$ cat src/rtl/tour_cmd_seq.sv
// tour_cmd_seq: sequencer between the UART command path and cmd_proc.
//
// Holds a small buffer of knight-move indices (0..7). On start_tour each
// buffered move is expanded into two cmd_proc commands: a vertical leg
// (opcode 4) followed by a horizontal leg (opcode 5, move with fanfare).
// Each command is offered with cmd_rdy, retired by clr_cmd_rdy, and the
// sequencer then waits for send_resp before offering the next one.
// When no tour is running the UART command path goes straight through.
//
// Ports:
//   clk, rst_n        clock, synchronous active-low reset
//   mv_wr/mv_idx/
//   mv_data           move-buffer write port (honoured only while idle)
//   num_moves         tour length, sampled with start_tour (1..MAX_MOVES)
//   start_tour        single-cycle pulse that begins a tour
//   cmd_UART,
//   cmd_rdy_UART      command + valid from the UART wrapper
//   clr_cmd_rdy_UART  accept strobe back to the UART wrapper (idle only)
//   cmd, cmd_rdy      command + valid to cmd_proc
//   clr_cmd_rdy       cmd_proc accepted the command
//   send_resp         cmd_proc finished the command
//   resp              response byte: 8'h5A on the final ack, else 8'hA5
//   tour_busy         high while a tour is being sequenced
module tour_cmd_seq #(
  parameter int MAX_MOVES = 24
) (
  input  logic        clk,
  input  logic        rst_n,
  input  logic        mv_wr,
  input  logic [4:0]  mv_idx,
  input  logic [2:0]  mv_data,
  input  logic [4:0]  num_moves,
  input  logic        start_tour,
  input  logic [15:0] cmd_UART,
  input  logic        cmd_rdy_UART,
  output logic        clr_cmd_rdy_UART,
  output logic [15:0] cmd,
  output logic        cmd_rdy,
  input  logic        clr_cmd_rdy,
  input  logic        send_resp,
  output logic [7:0]  resp,
  output logic        tour_busy
);

  typedef enum logic [2:0] {IDLE, VERT, HOLD_V, HORZ, HOLD_H} state_t;

  localparam logic [7:0] HD_N     = 8'h00;
  localparam logic [7:0] HD_W     = 8'h3F;
  localparam logic [7:0] HD_S     = 8'h7F;
  localparam logic [7:0] HD_E     = 8'hBF;
  localparam logic [3:0] OP_V     = 4'h4;
  localparam logic [3:0] OP_H     = 4'h5;
  localparam logic [7:0] RESP_ACK = 8'hA5;
  localparam logic [7:0] RESP_FIN = 8'h5A;

  // Move buffer, one 3-bit index per entry.
  logic [MAX_MOVES-1:0][2:0] mv_buf;

  state_t      state, state_nxt;
  logic [4:0]  ptr, ptr_nxt, ptr_inc;
  logic [4:0]  num_q, num_nxt;
  logic [15:0] cmd_q, cmd_nxt;
  logic        num_ok, last_move;

  // Vertical leg of a knight move: heading from sign of dy, squares |dy|.
  function automatic logic [15:0] leg_v(input logic [2:0] m);
    case (m)
      3'd0, 3'd1: leg_v = {OP_V, HD_N, 4'd2};
      3'd2, 3'd7: leg_v = {OP_V, HD_N, 4'd1};
      3'd3, 3'd6: leg_v = {OP_V, HD_S, 4'd1};
      default:    leg_v = {OP_V, HD_S, 4'd2};   // 4, 5
    endcase
  endfunction

  // Horizontal leg: heading from sign of dx, squares |dx|.
  function automatic logic [15:0] leg_h(input logic [2:0] m);
    case (m)
      3'd0, 3'd5: leg_h = {OP_H, HD_E, 4'd1};
      3'd1, 3'd4: leg_h = {OP_H, HD_W, 4'd1};
      3'd2, 3'd3: leg_h = {OP_H, HD_W, 4'd2};
      default:    leg_h = {OP_H, HD_E, 4'd2};   // 6, 7
    endcase
  endfunction

  assign num_ok    = (num_moves != 5'd0) && (int'(num_moves) <= MAX_MOVES);
  assign ptr_inc   = ptr + 5'd1;
  assign last_move = (ptr == num_q - 5'd1);

  // Buffer writes are accepted only while idle so a running tour always
  // sees the list it was started with.
  always_ff @(posedge clk) begin
    if (!rst_n) begin
      mv_buf <= '0;
    end else if (mv_wr && (state == IDLE) && (int'(mv_idx) < MAX_MOVES)) begin
      mv_buf[mv_idx] <= mv_data;
    end
  end

  always_ff @(posedge clk) begin
    if (!rst_n) begin
      state <= IDLE;
      ptr   <= '0;
      num_q <= '0;
      cmd_q <= '0;
    end else begin
      state <= state_nxt;
      ptr   <= ptr_nxt;
      num_q <= num_nxt;
      cmd_q <= cmd_nxt;
    end
  end

  // cmd_q is loaded on the edge that enters VERT/HORZ and is left alone
  // until that leg's send_resp, so cmd_proc sees a stable command
  // through the whole handshake.
  always_comb begin
    state_nxt        = state;
    ptr_nxt          = ptr;
    num_nxt          = num_q;
    cmd_nxt          = cmd_q;
    cmd              = cmd_q;
    cmd_rdy          = 1'b0;
    clr_cmd_rdy_UART = 1'b0;
    tour_busy        = 1'b1;
    resp             = RESP_ACK;
    case (state)
      IDLE: begin
        cmd              = cmd_UART;
        cmd_rdy          = cmd_rdy_UART;
        clr_cmd_rdy_UART = clr_cmd_rdy;
        tour_busy        = 1'b0;
        if (start_tour && num_ok) begin
          num_nxt   = num_moves;
          ptr_nxt   = '0;
          cmd_nxt   = leg_v(mv_buf[0]);
          state_nxt = VERT;
        end
      end
      // In the offer states send_resp is ignored; clr_cmd_rdy wins even
      // if both arrive together.
      VERT: begin
        cmd_rdy = 1'b1;
        if (clr_cmd_rdy) state_nxt = HOLD_V;
      end
      HOLD_V: begin
        if (send_resp) begin
          cmd_nxt   = leg_h(mv_buf[ptr]);
          state_nxt = HORZ;
        end
      end
      HORZ: begin
        cmd_rdy = 1'b1;
        if (clr_cmd_rdy) state_nxt = HOLD_H;
      end
      HOLD_H: begin
        if (send_resp) begin
          if (last_move) begin
            resp      = RESP_FIN;
            state_nxt = IDLE;
          end else begin
            ptr_nxt   = ptr_inc;
            cmd_nxt   = leg_v(mv_buf[ptr_inc]);
            state_nxt = VERT;
          end
        end
      end
      default: state_nxt = IDLE;
    endcase
  end

endmodule

$ cat config.mk
export PLATFORM = sky130hd
export DESIGN_NAME = tour_cmd_seq
export DESIGN_NICKNAME = d
export VERILOG_FILES = /design/src/rtl/tour_cmd_seq.sv
export SDC_FILE = /design/constraint.sdc
export NUM_CORES = 1
export LEC_CHECK = 0
export BUFFER_PORTS_ARGS = -buffer_cell sky130_fd_sc_hd__clkbuf_2
export CAP_MARGIN = 25
export CORE_ASPECT_RATIO = 1.25
export CORE_MARGIN = 2
export CORE_UTILIZATION = 55
export DETAILED_ROUTE_END_ITERATION = 16
export PLACE_DENSITY = 0.73
export SLEW_MARGIN = 0
export SYNTH_ARGS = -nofsm -noshare
export SYNTH_HDL_FRONTEND = slang
export SYNTH_SLANG_ARGS = --single-unit
$ cat constraint.sdc
create_clock -name clk -period 7.1 [get_ports clk]
set_input_delay 0.71 -clock clk [delete_from_list [all_inputs] [get_ports clk]]
set_output_delay 0.71 -clock clk [all_outputs]
set_load 0.01 [all_outputs]
Yosys cells after proc, flatten, opt, wreduce, memory -nomap -nowiden
Cells that the tools add are included.
{ "totals": {"register_bits": 101, "latchBits": 0, "ramBits": 0, "mem_bits_ro": 0, "input_bits": 36, "out_inout_bits": 27, "word_cells": 121, "n_memories": 0} }
{ "classes": {"add_sub_neg": 2, "mul": 0, "div_mod_pow": 0, "magnitude_cmp": 6, "eq_ne": 26, "shift": 0, "mux": 33, "bitwise": 0, "n_reduce_logical": 26} }
{ "op_table": {"columns": ["op", "n"], "rows": [
  ["16-bit two-way mux", 5],
  ["72-bit bitwise mux", 1],
  ["11-bit case mux with 3 select lines", 2],
  ["16-bit case mux with 3 select lines", 1],
  ["12-bit case mux with 3 select lines", 1],
  ["3-bit binary-select mux with 5-bit select", 2],
  ["3-bit by 2-bit == test with 1-bit output, second input constant", 8],
  ["3-bit two-way mux", 8],
  ["8-bit two-way mux", 3],
  ["3-bit == test, second input constant", 7],
  ["2-bit OR reduction", 10],
  ["5-bit by 6-bit less-than comparator with 1-bit output, second input constant", 3],
  ["3-bit demux with 5-bit select", 1],
  ["5-bit two-way mux", 3],
  ["3-bit case mux with 5 select lines", 1],
  ["3-bit by 1-bit == test with 1-bit output, second input constant", 4],
  ["3-bit logical NOT", 4],
  ["2-bit inequality test, second input constant", 5],
  ["5-bit case mux with 2 select lines", 1],
  ["5-bit AND reduction", 2],
  ["5-bit by 1-bit adder with 5-bit output, second input constant", 1],
  ["5-bit == test", 1],
  ["5-bit by 1-bit greater-or-equal comparator with 1-bit output, second input constant", 1],
  ["5-bit <= comparator, second input constant", 1],
  ["other kinds (11)", 17]
]} }

Logic depth before layout (Yosys ltp)
Gate-level depths: netlist (run 1).
{ "logic_depth": {"ltp_word": 9, "ltp_mapped": 10, "mapped_depth_nobuf": 9} }

Worst setup path before layout (run 1)
OpenSTA, ideal clock, no wires.
{ "synth_timing": {"path_kind": "flip-flop to output port", "startpoint": "register num_q[0]", "endpoint": "output resp[2]", "arrival_ns": 2.070, "setup_slack_ns": 4.320, "stages_incl_launch_ff": 9, "path_cell_list": "dfxtp_1 > inv_1 > ha_1 > nor2b_1 > or3_1 > a311oi_2 > and3_1 > inv_1 > buf_4"} }
{ "synth_via": {"elab_chain_cells": 5} }
{ "synth_rtl": {"columns": ["item", "line_no", "rtl"], "rows": [
  ["start: declaration", "61", "logic [4:0] num_q, num_nxt;"],
  ["start signal: assignment", "108", "num_q <= num_nxt;"],
  ["5-bit by 1-bit subtractor with 5-bit output", "87", "assign last_move = (ptr == num_q - 5'd1);"],
  ["5-bit == test", "87", null],
  ["8-bit two-way mux", "157", "if (last_move) begin"],
  ["8-bit two-way mux", "156", "if (send_resp) begin"],
  ["8-bit two-way mux", "126", "case (state)"],
  ["end: declaration", "41", "output logic [7:0] resp,"]
]} }
Every way passes these cells.

Final worst setup path (run 1)
{ "layout_timing": {"startpoint": "register ptr[0]", "endpoint": "register cmd_q[10]"} }
{ "layout_via": {"elab_chain_cells": 9, "elab_cells_between_ends": 19} }
{ "layout_rtl": {"columns": ["item", "line_no", "rtl"], "rows": [
  ["start: declaration", "60", "logic [4:0] ptr, ptr_nxt, ptr_inc;"],
  ["start signal: assignment", "107", "ptr <= ptr_nxt;"],
  ["5-bit by 1-bit adder with 5-bit output", "86", "assign ptr_inc = ptr + 5'd1;"],
  ["3-bit binary-select mux with 5-bit select", "162", "cmd_nxt = leg_v(mv_buf[ptr_inc]);"],
  ["3-bit two-way mux (not written as such)", "162", null],
  ["3-bit by 2-bit == test with 1-bit output, or another cell as far along", "67", "case (m)"],
  ["2-bit OR reduction", "67", null],
  ["11-bit case mux with 3 select lines", "67", null],
  ["16-bit two-way mux", "157", null],
  ["16-bit two-way mux", "156", null],
  ["16-bit case mux with 3 select lines", "126", null],
  ["end signal: assignment", "109", "cmd_q <= cmd_nxt;"],
  ["end: declaration", "62", "logic [15:0] cmd_q, cmd_nxt;"]
]} }
Parallel ways exist; a longest one is shown, timed or not. The select of a mux whose other input is x is not followed.
A chain may end at the register's enable or synchronous reset.

==> summary.txt, run 1 <==
Detailed routing
  – Antenna-violating nets left: 0
  – Vias post-DR: 5065
  – Routed WL: 14200 um
  – Remaining DRCs: 0
  – Avg WL per Cell: 17.4 um
  – Pre-antenna DRT Iters: 5
  – Initial DRC count: 295
  – Drt via density: 6.20

Synth
  – Xor and xnor fraction of the mapped netlist area: 2.44%
  – Most frequent cell after synthesis: dfxtp_1
  – Post-synth EDFFs: 0
  – Top cell type's share of synthesized area: 32.1%
  – Area contributors post-synth: dfxtp_1, mux2i_1, mux4_2, o21ai_0, nand2_1
  – Synth warn: 0
  – Post-synth top cells: dfxtp_1, nand2_1, o21ai_0
  – Synth area leader: dfxtp_1
  – Post-synthesis compound-gate area fraction: 21.2%
  – Simple logic cell fraction of the synthesized area: 18.9%
  – Synth Area per Inst: 8.64 um2
  – Prevailing post-synth register cell: dfxtp_1
  – Post-synthesis mux area share: 19.1%
  – Synth Instances: 664
  – Unique masters post-synth: 59
  – Post-synthesis adder-cell area fraction: 0.436%
  – #FFs+latches synth: 92
  – Post-Syn Nets: 702
  – Main combinational cell family by area after synthesis: compound AO/OA/AOI/OAI gates
  – Post-synthesis sequential area ratio: 32.1%
  – Synthesized cell area: 0.00574 mm2
  – Ys async rst share: 0%

Critical path
  – Worst R2R End: cmd_q[10]$_SDFFE_PN0P_
  – Crit end category: flip-flop
  – Critical R2R Launch: ptr[0]$_SDFFE_PN0P_
  – Crit path launch type: flip-flop
  – Worst R2R Setup Slack: 3380 ps
  – Critical path class: flip-flop to flip-flop
  – R2R depth: 7
  – Max FO, Critical Path: 38
  – Critical Path AT: 3960 ps
  – Req. time, crit path: 7340 ps
  – Worst Setup EP: cmd_q[10]$_SDFFE_PN0P_
  – Launch point of the critical path: ptr[0]$_SDFFE_PN0P_

Timing
  – Hold Vio Cnt, Final: 0
  – Fmax: 269 MHz
  – Worst clock skew: 7.34 ps
  – Final worst slack: 3380 ps
  – Slew headroom: 35.9%
  – Post-route clock period utilization: 52.3%
  – Setup_tns: 0 ps
  – Worst-Margin Slew: 961 ps
  – RSZ-0062 raised after global routing: no
  – Slew Viols, Final: 0
  – Min Tclk post-route: 3720 ps
  – Final setup fails: 0

Final layout
  – NumNets Final: 721
  – Fraction of layout instances using a drive strength above 1: 17.0%
  – Syn-to-layout area delta: 9.01%
  – Multi-input gate area: 0.00357 mm2
  – Final antenna diode count: 0
  – Final core occ: 61.9%
  – Register area: 0.00184 mm2
  – Fill count: 897

Place
  – Port buffer count: 62
  – Worst slack at placement: 3480 ps
  – RD Place Congestion: 0.915
  – DP HPWL: 9870 um

Die
  – Die area: 0.0113 mm2
  – I/O Pins: 63
  – Die Ht: 118 um
  – Site row count: 41
  – Die Width: 95.3 um
  – Area of the core: 0.0101 mm2
  – Initial Utilization: 56.8%

Flow run
  – Max_cap viols: 0

Clocking
  – Post_cts resized: 0
  – CTS hold repair buffers: 0
  – Clock Latency Late Sink: 350 ps
  – H-tree Lvls: 3
  – TritonCTS Sinks: 92
  – Num CTS Buffers: 9
  – CTS tree: yes
  – Clock-pin slew on the worst setup and hold paths: 60 ps
  – Root buffer cell: clkbuf_16
  – Post-CTS setup buffers: 0
  – CTS Buffer Depth: 2

Pwr
  – Reg power frac: 46.3%
  – Int Pwr: 860 uW
  – P_leak: 2.33 nW
  – Switching share of power: 25.6%
  – Comb pwr share: 12.4%
  – Final total power: 1.16 mW
  – IR Drop Worst-Case VDD: 0.000129 V
  – Clk pwr share: 41.2%
  – PwrDens: 185 mW/mm2
  – P_sw: 296 uW

Global routing
  – Initial antenna violation count: 0
  – Maximum number of pins on one net before global-route repair: 96
  – First-pass GRT wire length: 22800 um
  – Global Route Usage Sum: 25.6%
  – Congestion Overflow GR: 0
  – Vias in the first global route: 4713

Run status
  – Status: complete, no violations

Min path
  – Worst Hold Path Cells: 1
  – Min-Delay Path Class: flip-flop to flip-flop
-- registers in the layout, summed over array words and instances (netlist names) --
register,flops
mv_buf,72
cmd_q,7
num_q,5
ptr,5
state,3
-- logic make-up (layout without fill, tap and decap cells) --
kind of cell	Yosys count	in the layout
adder cells (fa/ha/maj)	2	2
buffers and inverters	68	92
XOR/XNOR	16	16
multiplexers	75	75
flip-flops	92	92
AO/OA/AOI/OAI	186	186
AND/OR/NAND/NOR	225	225
-- per-stage QoR --
step	instances	area (um2)	hold slack, ps
2_1_floorplan	664	5740	437
3_3_place_gp	800	5940	451
3_5_place_dp	800	5940	454
4_1_cts	816	6240	468
5_1_grt	817	6250	495
6_report	817	6250	462
-- per-layer routing --
layer	share of wire, %	vias up	track usage, %
met1	43	2409	31.6
met2	49	186	42.6
met5	0	-	0
met3	5.6	47	5.16
li1	-	2423	-
met4	3.2	0	11.4
-- layout by cell type, fill, tap and decap left out, types with 5 or more instances in the layout --
| cell | synthesis | final |
|---|---|---|
| a21boi_0 | 31 | 31 |
| a21boi_1 | 24 | 24 |
| a21o_1 | 6 | 6 |
| a21oi_1 | 19 | 19 |
| and2_1 | 14 | 14 |
| and3_1 | 5 | 5 |
| clkbuf_16 | 0 | 9 |
| clkbuf_2 | 0 | 62 |
| dfxtp_1 | 92 | 91 |
| inv_1 | 9 | 9 |
| mux2_2 | 13 | 13 |
| mux2i_1 | 37 | 37 |
| mux4_1 | 8 | 8 |
| mux4_2 | 16 | 16 |
| nand2_1 | 83 | 83 |
| nand3_1 | 15 | 15 |
| nor2_1 | 43 | 43 |
| nor2b_1 | 29 | 29 |
| nor3_1 | 12 | 11 |
| o211ai_1 | 6 | 6 |
| o21ai_0 | 66 | 66 |
| o22ai_1 | 5 | 5 |
| or3_1 | 5 | 5 |
| xnor2_1 | 6 | 6 |
| xor2_1 | 10 | 10 |
-- worst min-delay path by stage --
stage                      startpoint                      to
2_1_floorplan  cmd_q[14]$_SDFFE_PN0P_  cmd_q[14]$_SDFFE_PN0P_
3_3_place_gp   cmd_q[14]$_SDFFE_PN0P_  cmd_q[14]$_SDFFE_PN0P_
3_5_place_dp   cmd_q[14]$_SDFFE_PN0P_  cmd_q[14]$_SDFFE_PN0P_
4_1_cts        cmd_q[14]$_SDFFE_PN0P_  cmd_q[14]$_SDFFE_PN0P_
5_1_grt        cmd_q[14]$_SDFFE_PN0P_  cmd_q[14]$_SDFFE_PN0P_
6_report       cmd_q[14]$_SDFFE_PN0P_  cmd_q[14]$_SDFFE_PN0P_
-- cell type report --
| type | instances | area share, % |
|---|---|---|
| clock inverter | 6 | 1.04 |
| inverter | 10 | 0.600 |
| tap | 129 | 2.58 |
| sequential | 92 | 29.5 |
| multi-input combinational | 504 | 57.1 |
| clock buffer | 10 | 3.66 |
| timing repair buffer | 66 | 5.56 |
-- power groups by stage --
stage | Sequential, mW | Combinational [mW] | Clock [mW]
after floorplan | 0.543 | 0.0967 | 0
after global placement | 0.547 | 0.139 | 0
after detailed placement | 0.547 | 0.143 | 0
after CTS | 0.536 | 0.144 | 0.482
after global routing | 0.537 | 0.158 | 0.506
final | 0.536 | 0.144 | 0.477
-- critical path, cell delays in order (launching register included) --
cell       delay [ps]
dfxtp_2           960
ha_1              490
xor2_1            750
nor2_1            170
a2111oi_0         560
o32ai_2           200
and4_1            220
a211o_1           260
(Power assumes the default switching activity.)
==> run 2: changes to the inputs <==
CORE_UTILIZATION = 54   (was 55)
PLACE_DENSITY = 0.74   (was 0.73)
clock period = 3.2 ns   (was 7.1 ns; I/O delays follow)
==> summary.txt, run 2 (synthesis results as in run 1) <==
Critical path
  – Crit-path leading delay family: simple AND/OR/NAND/NOR gates
  – Largest stage delay, worst path: 420 ps (-540 ps)
  – Worst path slowest cell: a311oi_2
  – Critical path class: flip-flop to output port
  – Worst path buffer plus inverter count: 3 (+3)
  – Crit path launch type: flip-flop
  – Worst-path cell chain: inv_1 -> ha_1 -> nor2b_1 -> or3_1 -> a311oi_2 -> and3_1 -> inv_1 -> clkbuf_2
  – Req. time, crit path: 2880 ps (-4460 ps)
  – Max FO, Critical Path: 5 (-87%)
  – Crit end category: output port
  – Critical Path AT: 2460 ps (-1500 ps)
  – Cell repeated most along the worst path: inv_1

Global routing
  – Congestion Overflow GR: 0 (unchanged)
  – Vias in the first global route: 4715 (+0.042%)
  – Global Route Usage Sum: 26.3% (+0.66 points)
  – Initial antenna violation count: 0 (unchanged)
  – Maximum number of pins on one net before global-route repair: 54 (-44%)
  – First-pass GRT wire length: 23500 um (+2.9%)

Die
  – Area of the core: 0.0105 mm2 (+3.5%)
  – I/O Pins: 63 (unchanged)
  – Die Ht: 119 um (+0.89%)
  – Die Width: 96.2 um (+0.89%)
  – Die area: 0.0115 mm2 (+1.8%)
  – Initial Utilization: 54.9% (-1.9 points)
  – Site row count: 42 (+2.4%)

Timing
  – Hold Vio Cnt, Final: 0 (unchanged)
  – Worst-Margin Slew: 844 ps (-118 ps)
  – Final setup fails: 0 (unchanged)
  – Slew Viols, Final: 0 (unchanged)
  – Worst clock skew: 7.08 ps (-0.258 ps)
  – Fmax: 360 MHz
  – Min Tclk post-route: 2780 ps
  – RSZ-0062 raised after global routing: no
  – Setup_tns: 0 ps (unchanged)
  – Post-route clock period utilization: 86.8%
  – Slew headroom: 43.7% (+7.8 points)

Clocking
  – Clock Latency Late Sink: 350 ps (about the same)
  – Post-CTS setup buffers: 0 (unchanged)
  – Clock-pin slew on the worst setup and hold paths: 60 ps (about the same)
  – Root buffer cell: clkbuf_16
  – CTS tree: yes
  – CTS Buffer Depth: 2 (unchanged)
  – H-tree Lvls: 3 (unchanged)
  – TritonCTS Sinks: 92 (unchanged)
  – Num CTS Buffers: 9 (unchanged)
  – Post_cts resized: 0 (unchanged)
  – CTS hold repair buffers: 0 (unchanged)

Final layout
  – Most common cell after layout, fill and taps aside: dfxtp_1
  – Largest Register: mv_buf
  – Final core occ: 60.6% (-1.3 points)
  – Fraction of layout instances using a drive strength above 1: 17.5% (+0.48 points)
  – Final Instance Count excl. Fillers: 824 (+0.86%)
  – Max reg flops: 72 (unchanged)
  – Most frequent cells in the layout: dfxtp_1, nand2_1, o21ai_0
  – Biggest regs: mv_buf x72, cmd_q x7
  – Syn-to-layout area delta: 10.5%
  – NumNets Final: 725 (+0.55%)
  – Final antenna diode count: 0 (unchanged)

Place
  – RD Place Congestion: 0.901 (-1.6%)
  – Port buffer count: 62 (unchanged)
  – Placed Cells: 808 (+1.0%)
  – DP HPWL: 10300 um (+4.2%)

Detailed routing
  – Remaining DRCs: 0 (unchanged)
  – Antenna-violating nets left: 0 (unchanged)
  – Avg WL per Cell: 17.6 um (+1.3%)
  – Vias post-DR: 5107 (+0.83%)
  – Drt via density: 6.20 (about the same)
  – Initial DRC count: 351 (+19%)
  – Routed WL: 14500 um (+2.2%)
  – Pre-antenna DRT Iters: 5 (unchanged)

Min path
  – Min-Delay Path Class: input port to flip-flop

Pwr
  – PwrDens: 436 mW/mm2 (+140%)
  – IR Drop Worst-Case VDD: 0.000299 V (+130%)
  – P_leak: 2.40 nW (+2.6%)
  – Final total power: 2.76 mW (+140%)

Run status
  – Status: complete, no violations

Flow run
  – Max_cap viols: 0 (unchanged)
==> run 2: path summary, 6_finish.rpt <==
path / start / endpoint / slack, ps / cells after the start
setup / recovery: num_q[0]$_SDFFE_PN0P_ / resp[2] / 420 / 8
hold / removal: num_moves[1] / num_q[1]$_SDFFE_PN0P_ / 290 / 3
setup reg to reg: ptr[2]$_SDFFE_PN0P_ / cmd_q[10]$_SDFFE_PN0P_ / 630 / 8
hold reg to reg: cmd_q[14]$_SDFFE_PN0P_ / cmd_q[14]$_SDFFE_PN0P_ / 470 / 1
==> run 2: cell type report <==
cell class	count	area, um2
Clock inverter	4	95.1
Tap cell	132	165
Fill cell	899	4120
Clock buffer	12	256
Sequential cell	92	1840
Inverter	10	37.5
Multi-Input combinational cell	504	3570
Timing Repair Buffer	70	370
==> run 2: power by group <==
group,internal (mW),switching (mW)
sequential,1.17,0.0195
combinational,0.137,0.186
clock,0.805,0.445
==> run 2: metal layers <==
metal	track usage, %	part of all wire [%]	vias up
met2	44.8	51	187
met3	4.55	5.5	29
li1	-	-	2430
met5	0	0	-
met4	9.82	2.1	0
met1	32.5	41	2461
==> run 2: worst reg2reg max path, cell delays in order, from the launching register on <==
cell and delay (ps):
dfxtp_1 720, xor2_1 140, buf_4 200, nand2_1 110
o22ai_1 100, a2111oi_0 500, o32ai_2 200, and4_1 220
a211o_1 270
==> run 2: metrics by stage <==
step | area (um2) | hold slack, ps | worst slack (ps)
after detailed placement | 5990 | 454 | 652
after floorplan | 5740 | 437 | 810
after CTS | 6340 | 284 | 406
after global routing | 6340 | 309 | 132
final | 6340 | 288 | 421
after global placement | 5990 | 450 | 703
==> run 3: changes to the inputs <==
BUFFER_PORTS_ARGS = default   (was -buffer_cell sky130_fd_sc_hd__clkbuf_2)
CORE_UTILIZATION = 55   (was 54)
DONT_BUFFER_PORTS = 1   (was default)
PLACE_DENSITY = 0.67   (was 0.74)
clock period = 2.8 ns   (was 3.2 ns; I/O delays follow)
==> summary.txt, run 3 (synthesis results as in run 1) <==
Critical path
  – R2R depth: 9 (+1)
  – Largest stage delay, worst path: 390 ps (-30 ps)
  – Critical R2R Launch: ptr[0]$_SDFFE_PN0P_
  – Worst R2R Setup Slack: 190 ps (-440 ps)
  – Crit end category: output port
  – Crit path launch type: flip-flop
  – Req. time, crit path: 2520 ps (-360 ps)
  – Max FO, Critical Path: 5 (unchanged)
  – Cell repeated most along the worst path: inv_1
  – Worst-path cell chain: inv_1 -> ha_1 -> nor2b_1 -> or3_1 -> a311oi_4 -> and3_1 -> inv_1 -> buf_4
  – Critical Path AT: 2350 ps (-110 ps)
  – Worst path slowest cell: or3_1
  – Critical path class: flip-flop to output port
  – Worst R2R End: cmd_q[10]$_SDFFE_PN0P_

Global routing
  – Maximum number of pins on one net before global-route repair: 96 (+78%)
  – Global Route Usage Sum: 25.7% (-0.53 points)
  – First-pass GRT wire length: 22800 um (-2.7%)
  – Congestion Overflow GR: 0 (unchanged)
  – Vias in the first global route: 4533 (-3.9%)
  – Initial antenna violation count: 0 (unchanged)

Final layout
  – Largest Register: mv_buf
  – NumNets Final: 669 (-7.7%)
  – Final core occ: 59.8% (-0.79 points)
  – Syn-to-layout area delta: 5.37%
  – Final Instance Count excl. Fillers: 765 (-7.2%)
  – Final antenna diode count: 0 (unchanged)
  – Most common cell after layout, fill and taps aside: dfxtp_1
  – Biggest regs: mv_buf x72, cmd_q x7
  – Max reg flops: 72 (unchanged)
  – Fill count: 895 (-0.44%)
  – Fraction of layout instances using a drive strength above 1: 10.2% (-7.3 points)
  – Most frequent cells in the layout: dfxtp_1, nand2_1, o21ai_0

Die
  – Die Ht: 118 um (-0.88%)
  – Die Width: 95.3 um (-0.88%)
  – Area of the core: 0.0101 mm2 (-3.4%)
  – Die area: 0.0113 mm2 (-1.8%)
  – Site row count: 41 (-2.4%)
  – Initial Utilization: 56.8% (+1.9 points)
  – I/O Pins: 63 (unchanged)

Pwr
  – Final total power: 2.87 mW (+4.1%)
  – PwrDens: 475 mW/mm2 (+9.1%)
  – IR Drop Worst-Case VDD: 0.000273 V (-8.8%)
  – P_sw: 703 uW (+7.9%)
  – Switching share of power: 24.5% (+0.87 points)
  – P_leak: 2.14 nW (-11%)
  – Comb pwr share: 9.4% (-2.3 points)
  – Clk pwr share: 43.3% (-2.0 points)
  – Int Pwr: 2.17 mW (+2.9%)
  – Reg power frac: 47.2% (+4.2 points)

Timing
  – Worst clock skew: 3.94 ps (-3.14 ps)
  – Slew Viols, Final: 0 (unchanged)
  – RSZ-0062 raised after global routing: no
  – Post-route clock period utilization: 94.0%
  – Min Tclk post-route: 2630 ps
  – Fin Hold WS: 53.4 ps (-235 ps)
  – Final setup fails: 0 (unchanged)
  – Slew headroom: 59.3% (+16 points)
  – Fmax: 380 MHz
  – Setup_tns: 0 ps (unchanged)
  – Hold Vio Cnt, Final: 0 (unchanged)
  – Worst-Margin Slew: 595 ps (-249 ps)

Clocking
  – Post_cts resized: 0 (unchanged)
  – CTS hold repair buffers: 0 (unchanged)
  – Num CTS Buffers: 9 (unchanged)
  – Post-CTS setup buffers: 0 (unchanged)
  – H-tree Lvls: 3 (unchanged)
  – Clock-pin slew on the worst setup and hold paths: 70 ps (about the same)
  – CTS Buffer Depth: 2 (unchanged)
  – TritonCTS Sinks: 92 (unchanged)
  – CTS tree: yes
  – Root buffer cell: clkbuf_16
  – Clock Latency Late Sink: 350 ps (about the same)

Min path
  – Worst min-delay path startpoint: rst_n
  – Worst Hold Path Cells: 1 (-2)
  – Min-Delay Path Class: input port to flip-flop
  – Hold Path Sink: cmd_q[14]$_SDFFE_PN0P_

Detailed routing
  – Vias post-DR: 4798 (-6.1%)
  – Remaining DRCs: 0 (unchanged)
  – Avg WL per Cell: 18.2 um (+3.5%)
  – Routed WL: 13900 um (-3.9%)
  – Drt via density: 6.27 (+1.2%)
  – Pre-antenna DRT Iters: 6 (+1)
  – Initial DRC count: 299 (-15%)
  – Antenna-violating nets left: 0 (unchanged)

Place
  – DP HPWL: 9820 um (-4.5%)
  – Placed Cells: 749 (-7.3%)
  – RD Place Congestion: 0.952 (+5.7%)
  – Port buffer count: 0 (-100%)

Run status
  – Status: complete, no violations

Flow run
  – Max_cap viols: 0 (unchanged)
## run 3: through the flow
| stage | setup WS (ps) | cell area (um2) |
|---|---|---|
| after CTS | 98.1 | 6030 |
| after global routing | 20.0 | 6040 |
| final | 167 | 6040 |
| after detailed placement | 332 | 5730 |
| after floorplan | 450 | 5740 |
| after global placement | 396 | 5730 |
## run 3: cell type report
type	count	area (um2)	area share [%]
Clock buffer	11	243	4.02
Clock inverter	5	61.3	1.01
Inverter	10	37.5	0.621
Multi-Input combinational cell	504	3580	59.2
Sequential cell	92	1840	30.5
Tap cell	129	161	2.67
Timing Repair Buffer	14	118	1.95
## run 3: worst max-delay path: cells and delay by family (launching register included)
kind | cells | cell delay, ps
buffers and inverters | 3 | 270
adder cells (fa/ha/maj) | 1 | 220
flip-flops | 1 | 380
AND/OR/NAND/NOR | 3 | 760
AO/OA/AOI/OAI | 1 | 370
## run 3: metal layers
metal | track usage, % | vias up | routed length (um)
met2 | 44.4 | 147 | 7090
met1 | 32.4 | 2312 | 5820
met4 | 7.43 | 0 | 267
met3 | 4.53 | 25 | 763
li1 | - | 2314 | -
met5 | 0 | - | 0
## run 3: how the worst max path moves through the flow
stage	slack (ps)	to	startpoint
after floorplan	450	resp[2]	num_q[0]$_SDFFE_PN0P_
after global placement	400	ptr[4]$_SDFFE_PN0P_	num_q[0]$_SDFFE_PN0P_
after detailed placement	330	ptr[4]$_SDFFE_PN0P_	num_q[0]$_SDFFE_PN0P_
after CTS	100	resp[2]	num_q[0]$_SDFFE_PN0P_
after global routing	20	resp[2]	num_q[0]$_SDFFE_PN0P_
final	170	resp[2]	num_q[0]$_SDFFE_PN0P_
## run 3: power by group through the flow
stage | clock (mW) | sequential [mW] | combinational, mW
6_report | 1.25 | 1.36 | 0.271
3_5_place_dp | 0 | 1.39 | 0.268
5_1_grt | 1.32 | 1.36 | 0.302
2_1_floorplan | 0 | 1.38 | 0.245
3_3_place_gp | 0 | 1.38 | 0.264
4_1_cts | 1.27 | 1.36 | 0.270
